`config.mk`:
```
export PLATFORM = sky130hd
export DESIGN_NAME = demux_stream
export DESIGN_NICKNAME = d
export VERILOG_FILES = /design/src/rtl/demux_stream_pkg.sv /design/src/rtl/demux_out_slot.sv /design/src/rtl/demux_stream.sv
export SDC_FILE = /design/constraint.sdc
export NUM_CORES = 1
export LEC_CHECK = 0
export ABC_AREA = 1
export BUFFER_PORTS_ARGS = -buffer_cell sky130_fd_sc_hd__buf_2
export CAP_MARGIN = 25
export CORE_MARGIN = 2
export CORE_UTILIZATION = 54
export CTS_BUF_LIST = sky130_fd_sc_hd__clkbuf_8
export DETAILED_ROUTE_END_ITERATION = 10
export GPL_ROUTABILITY_DRIVEN = 0
export MAX_ROUTING_LAYER = met4
export PLACE_DENSITY = 0.82
export SLEW_MARGIN = 30
export SYNTH_ARGS = -nofsm -noshare
export SYNTH_HDL_FRONTEND = slang
export SYNTH_SLANG_ARGS = --single-unit
```
`constraint.sdc`:
```
create_clock -name clk -period 1.85 [get_ports clk]
set_clock_uncertainty 0.2 [all_clocks]
set_input_delay 0.0925 -clock clk [delete_from_list [all_inputs] [get_ports clk]]
set_output_delay 0.0925 -clock clk [all_outputs]
set_load 0.01 [all_outputs]
```
`src/rtl/demux_stream_pkg.sv`:
```
// demux_stream_pkg: shared constants for the stream demultiplexer.
//   DEF_WIDTH / DEF_SNUM : default data and select widths
//   CNT_W                : width of each per-channel delivered-word counter
//   num_ch()             : channel count N = 2**SNUM
package demux_stream_pkg;
  localparam int DEF_WIDTH = 8;
  localparam int DEF_SNUM  = 2;
  localparam int CNT_W     = 8;

  function automatic int num_ch(input int snum);
    return 2 ** snum;
  endfunction
endpackage

```
`src/rtl/demux_out_slot.sv`:
```
// demux_out_slot: one output channel -- a single-entry holding register plus
// a wrapping count of words handed downstream.
//   clk, rst_n : clock, async active-low reset
//   load, d    : write d into the slot this cycle (only asserted when free)
//   o_ready    : downstream accept
//   free       : slot can take a word this cycle (empty, or draining now)
//   o, o_valid : registered channel output
//   o_cnt      : delivered-word counter, wraps 255 -> 0
module demux_out_slot
  import demux_stream_pkg::*;
#(
  parameter int WIDTH = DEF_WIDTH
) (
  input  logic             clk,
  input  logic             rst_n,
  input  logic             load,
  input  logic [WIDTH-1:0] d,
  input  logic             o_ready,
  output logic             free,
  output logic [WIDTH-1:0] o,
  output logic             o_valid,
  output logic [CNT_W-1:0] o_cnt
);
  logic             vld_d, vld_q;
  logic [WIDTH-1:0] data_d, data_q;
  logic [CNT_W-1:0] cnt_d, cnt_q;
  logic             xfer;

  assign xfer = vld_q & o_ready;
  assign free = ~vld_q | o_ready;

  always_comb begin
    vld_d  = vld_q;
    data_d = data_q;
    cnt_d  = cnt_q;
    if (xfer) begin
      vld_d = 1'b0;
      cnt_d = cnt_q + 1'b1;
    end
    // Load wins over drain so a slot can drain and refill in one cycle.
    if (load) begin
      vld_d  = 1'b1;
      data_d = d;
    end
  end

  always_ff @(posedge clk or negedge rst_n) begin
    if (!rst_n) begin
      vld_q  <= 1'b0;
      data_q <= '0;
      cnt_q  <= '0;
    end else begin
      vld_q  <= vld_d;
      data_q <= data_d;
      cnt_q  <= cnt_d;
    end
  end

  assign o       = data_q;
  assign o_valid = vld_q;
  assign o_cnt   = cnt_q;
endmodule

```
`src/rtl/demux_stream.sv`:
```
// demux_stream: routes an input stream to one of N = 2**SNUM registered
// output channels, or to all channels at once when bcast is set.
//   clk, rst_n          : clock, async active-low reset
//   i, sel, bcast       : input word, destination index, broadcast request
//   i_valid / i_ready   : input handshake
//   o, o_valid, o_ready : per-channel output streams, channel k at [k*WIDTH +: WIDTH]
//   o_cnt               : per-channel delivered-word counters, channel k at [k*8 +: 8]
module demux_stream
  import demux_stream_pkg::*;
#(
  parameter int WIDTH = DEF_WIDTH,
  parameter int SNUM  = DEF_SNUM,
  localparam int N    = num_ch(SNUM)
) (
  input  logic               clk,
  input  logic               rst_n,
  input  logic [WIDTH-1:0]   i,
  input  logic [SNUM-1:0]    sel,
  input  logic               bcast,
  input  logic               i_valid,
  output logic               i_ready,
  output logic [N*WIDTH-1:0] o,
  output logic [N-1:0]       o_valid,
  input  logic [N-1:0]       o_ready,
  output logic [N*CNT_W-1:0] o_cnt
);
  logic [N-1:0] free;
  logic [N-1:0] sel_dec;
  logic [N-1:0] load;
  logic         accept;

  always_comb begin
    sel_dec = '0;
    sel_dec[sel] = 1'b1;
  end

  // Unicast only looks at the selected slot, so a stalled channel never
  // blocks traffic to the others. Gated by rst_n because empty slots
  // report free while reset holds them.
  assign i_ready = rst_n & (bcast ? (&free) : free[sel]);
  assign accept  = i_valid & i_ready;
  assign load    = {N{accept}} & (bcast ? {N{1'b1}} : sel_dec);

  for (genvar k = 0; k < N; k++) begin : g_ch
    demux_out_slot #(.WIDTH(WIDTH)) u_slot (
      .clk     (clk),
      .rst_n   (rst_n),
      .load    (load[k]),
      .d       (i),
      .o_ready (o_ready[k]),
      .free    (free[k]),
      .o       (o[k*WIDTH +: WIDTH]),
      .o_valid (o_valid[k]),
      .o_cnt   (o_cnt[k*CNT_W +: CNT_W])
    );
  end
endmodule

```
## Word level (Yosys, flattened, before mapping)

Index checks and enable logic that the tools add are counted.

- $add $sub $neg: 4
- Multiply operators: 0
- Div/mod/pow operators: 0
- $lt $le $gt $ge: 2
- Equality and inequality tests: 0
- Shift operators: 0
- Mux-type cells: 14
- Bitwise operators: 15
- Reductions and logical operators: 6

Operators with widths:

| cell | count |
|---|---|
| 8-bit by 1-bit adder with 8-bit output, second input constant | 4 |
| 1-bit 2-to-1 mux | 11 |
| 2-bit nonzero test | 4 |
| 1-bit bitwise AND | 6 |
| 4-bit bitwise AND | 1 |
| 4-bit 2-to-1 mux | 1 |
| 1-bit inverter | 4 |
| 1-bit bitwise OR | 4 |
| 4-bit AND reduction | 1 |
| 2-bit by 3-bit less-than comparator with 1-bit output, second input constant | 1 |
| 1-bit binary-select mux with 2-bit select | 1 |
| 1-bit demux with 2-bit select | 1 |
| 2-bit by 1-bit greater-or-equal comparator with 1-bit output, second input constant | 1 |
| 1-bit logical AND | 1 |

- Register bits after elaboration: 68
- Bits in latches: 0
- RAM bits: 0
- Bits in read-only memories: 0
- Input port bits: 18
- Memories kept: 0

## Logic depth before layout (Yosys ltp)

- Word-level depth: 9
- Depth in mapped cells: 9
- Depth with buffers taken out: 9

## By module

From an unflattened synthesis, not the netlist that was laid out.

- Cell total of the unflattened synthesis: 382
- Area, all modules: 3165.5 um2

By module, submodules not included:

| module | instances | cells each | area an instance (um2) | seq. area each (um2) |
|---|---|---|---|---|
| demux_out_slot | 4 | 89 | 759.5 | 425.4 |
| demux_stream | 1 | 26 | 127.6 | 0.0 |

## Least setup slack after synthesis

OpenSTA, ideal clock, no wires.

- Kind: register -> register
- Start: register g_ch[0].u_slot.cnt_q[0]
- End: register g_ch[0].u_slot.cnt_q[7]
- Library setup time: 0.124 ns
- Arrival: 1.103 ns
- Data required time: 1.526 ns
- Path slack: 0.423 ns
- Cell stages (with the launch flop): 5
- Buffers on the path: 0
- Period minus slack after synthesis: 1.427 ns
- Path through: dfrtp_1 clkinv_1 nor3_1 nand4_1 xnor2_1

- Cells in the longest elaborated chain, start to end: 1

RTL lines:

| what | RTL line | source |
|---|---|---|
| start, declared | demux_out_slot.sv:26 | `logic [CNT_W-1:0] cnt_d, cnt_q;` |
| start signal, assigned | demux_out_slot.sv:55 | `cnt_q <= cnt_d;` |
| 8-bit by 1-bit adder with 8-bit output | demux_out_slot.sv:38 | `cnt_d = cnt_q + 1'b1;` |

Every way passes these cells.
A chain may end at the register's enable or synchronous reset.

## Final worst setup path

- Start: input port o_ready[0]
- End: output port i_ready

- Cells in the longest elaborated chain, start to end: 5
- Elaborated cells on any way between the ends: 6
- Those cells by class: mux (3); bitwise (2); reduce/logical (1)

RTL lines:

| what | RTL line | source |
|---|---|---|
| start, declared | demux_stream.sv:24 | `input logic [N-1:0] o_ready,` |
| 1-bit bitwise OR * | demux_out_slot.sv:30 | `assign free = ~vld_q \| o_ready;` |
| 1-bit binary-select mux with 2-bit select | demux_stream.sv:40 | `assign i_ready = rst_n & (bcast ? (&free) : free[sel]);` |
| 1-bit 2-to-1 mux (not written as such) | demux_stream.sv:40 |  |
| 1-bit 2-to-1 mux * | demux_stream.sv:40 |  |
| 1-bit bitwise AND * | demux_stream.sv:40 |  |
| end, declared | demux_stream.sv:21 | `output logic i_ready,` |

Mark *: on every way between the ends. The rest lies on a longest branch, timed or not. The select of a mux whose other input is x is not followed.

==> impl_metrics.ini <==
[status]
status = finished clean

[global_route]
grt_pass1_wl_um = 11900
grt_max_degree = 67
grt_pass1_vias = 2547
antenna_found_initial = 0
grt_use_total_pct = 24.5
overflow = 0

[power]
p_leak_nw = 2.17
p_per_area_mw_per_mm2 = 1210
vdd_ir_drop_max_mv = 0.617

[timing]
fmax_ghz = 0.570
rsz0062_at_grt = false
finalSetupTns_ns = 0
report.final.slew_viol_count = 0
hold_violations = 0
tightestPinTransition_ns = 0.824
min_period_ns = 1.76
maxSlewHeadroom_pct = 45.0
setup_violations = 0
fin_crit_sh_pct = 94.9

[logic_synthesis]
synth_area_per_cell_um2 = 10.1
syn_area_mm2 = 0.00313
synth.area.top_cells = dfrtp_1 54%, nand2_1 12%, nand4_1 7.2%
synth_warnings = 0
syn_nets = 332
synth_cell_types = 27
seq_area_frac_synth_pct = 54.4
synth_top_area_cell = dfrtp_1
netlist_instances = 310
synth-seq-cells = 68
netlist.area_leader.share_pct = 54.4

[cts]
cts_tree = built
cts.clk_slew.worst_paths_ns = 0.07
htreeDepth = 3
root_buffer = clkbuf_8
cts.sink_count = 68
cts_buffers = 9
insertion_delay_ns = 0.33
cts_max_path_buffers = 2

[worst_setup_path]
crit_buf_inv = 5
cp_data_arrival_time_ns = 1.46
crit_chain = dlygate4sd3_1 -> buf_2 -> inv_1 -> nand2_1 -> o21bai_1 -> nand2_1 -> nor2_4 -> buf_12 -> buf_2
cp_slowest_stage_delay_ns = 0.53
cp_slowest_cell = dlygate4sd3_1
critPathMaxFanout = 7
critPathCaptureType = output pin
crit_family = buffers and inverters
worstSetupPathType = in2out
startpoint_type = input pin
cp.required_ns = 1.56

[routing]
drtAntennaViolNets = 0
via_per_inst = 5.26
via_count = 2607
wirelength_um = 7320
wl_per_cell_um = 14.8
drc = 0
firstDrtPassIters = 5
drtIter0Drc = 109

[cells_and_area]
diodes = 0
nets = 441
area_growth_pct = 28.1
drive_above_1_share_pct = 30.7
stdcell_count = 496

[worst_hold_path]
min_path_type = in2reg

[die]
die-area_mm2 = 0.00642
die_w_um = 80.1
fp.dieH_um = 80.1
num_rows = 27
boundaryPins = 87
core_mm2 = 0.00554
initial_core_util_pct = 56.4

[placed_design]
io_buffer_count = 86
dp_hpwl_um = 4950
dp.cells = 460

[flow_run]
maxCapViolations = 0
through the flow:
| step | utilization (%) | hold WS (ns) | area (um^2) | total power (W) | setup slack, ns |
|---|---|---|---|---|---|
| 4_1_cts | 71.3 | 0.0350 | 3950 | 0.00485 | 0.0124 |
| 5_1_grt | 72.3 | 0.0631 | 4000 | 0.00518 | 0.0223 |
| 3_3_place_gp | 64.9 | -0.263 | 3600 | 0.00353 | 0.314 |
| 2_1_floorplan | - | -0.403 | 3130 | 0.00298 | 0.423 |
| 3_5_place_dp | 64.9 | -0.253 | 3600 | 0.00360 | 0.279 |
| 6_report | 72.3 | 0.0480 | 4000 | 0.00485 | 0.0947 |
kinds of logic after synthesis:
| group | Yosys count | share of synthesized area [%] |
|---|---|---|
| xor+xnor | 28 | 7.84 |
| mux | 2 | 0.720 |
| fa+ha+maj | 4 | 1.60 |
| flops | 68 | 54.4 |
| buf+inv | 35 | 5.68 |
| simple gates | 169 | 29.0 |
| compound gates | 4 | 0.720 |
what timing repair did:
item                       in CTS  in global routing
setup endpoints to repair       0                  1
hold endpoints to repair      111                  0
buffers inserted                0                  4
gates resized for setup         0                  0
hold buffers                   15                  0
where the power goes:
group / switching (W) / leakage (nW) / internal [W]
registers: 0.000328 / 0.862 / 0.00188
logic: 0.000810 / 1.20 / 0.000604
clock network: 0.000539 / 0.107 / 0.000687
total: 0.00168 / 2.17 / 0.00318
final cells by class:
type                       instances  area, um^2
sequential                        68        1700
clock inverter                     5        51.3
timing repair buffer             109         671
multi-input combinational        207        1250
tap                               72        90.1
clock buffer                      11         151
fill                             425        1540
inverter                          24        91.3
path summary, 6_finish.rpt:
check | start | endpoint | slack (ns) | cells after the start
max | o_ready[0] | i_ready | 0.09 | 9
min | i_valid | g_ch[1].u_slot.o[6]$_DFFE_PN0P_ | 0.05 | 3
max reg2reg | g_ch[2].u_slot.o_valid$_DFFE_PN0P_ | g_ch[0].u_slot.o[0]$_DFFE_PN0P_ | 0.24 | 9
min reg2reg | g_ch[1].u_slot.o_cnt[7]$_DFFE_PN0P_ | g_ch[1].u_slot.o_cnt[7]$_DFFE_PN0P_ | 0.26 | 1
max in group asynchronous | rst_n | g_ch[3].u_slot.o[6]$_DFFE_PN0P_ | 0.46 | 3
min in group asynchronous | rst_n | g_ch[2].u_slot.o[1]$_DFFE_PN0P_ | 0.48 | 3
worst min-delay path: stages:
cell	delay, ns
buf_2	0.25
nand4_1	0.15
nand2_1	0.05
flip-flops by register name (all words and copies together) (netlist names):
register	count
g_ch.u_slot.o	32
g_ch.u_slot.o_cnt	32
g_ch.u_slot.o_valid	4
placed cells by master, fill, tap and decap left out, types with 10 or more instances in the layout:
cell type / instances
clkbuf_8: 11
xnor2_1: 13
inv_1: 14
nand4_1: 36
buf_2: 86
xor2_1: 15
nand2_1: 99
dfrtp_1: 68
nor2_1: 10
dlygate4sd3_1: 15
Yosys cell counts (all sizes together):
library cell    n
nand2         105
dfrtp          68
nand4          40
inv            17
xor2           15
nor2           13
xnor2          13
buf            10
clkinv          7
nand3           7
ha              4
nor3            4
mux2            2
o21ai           2
a21oi           1
clkbuf          1
o21bai          1
layer usage:
metal  GRT usage [%]  wire, um
met5               -         0
met4            6.95        69
met3            4.49       458
met2            41.0      3640
met1            30.8      3150
Power figures use the tool's default switching activity.
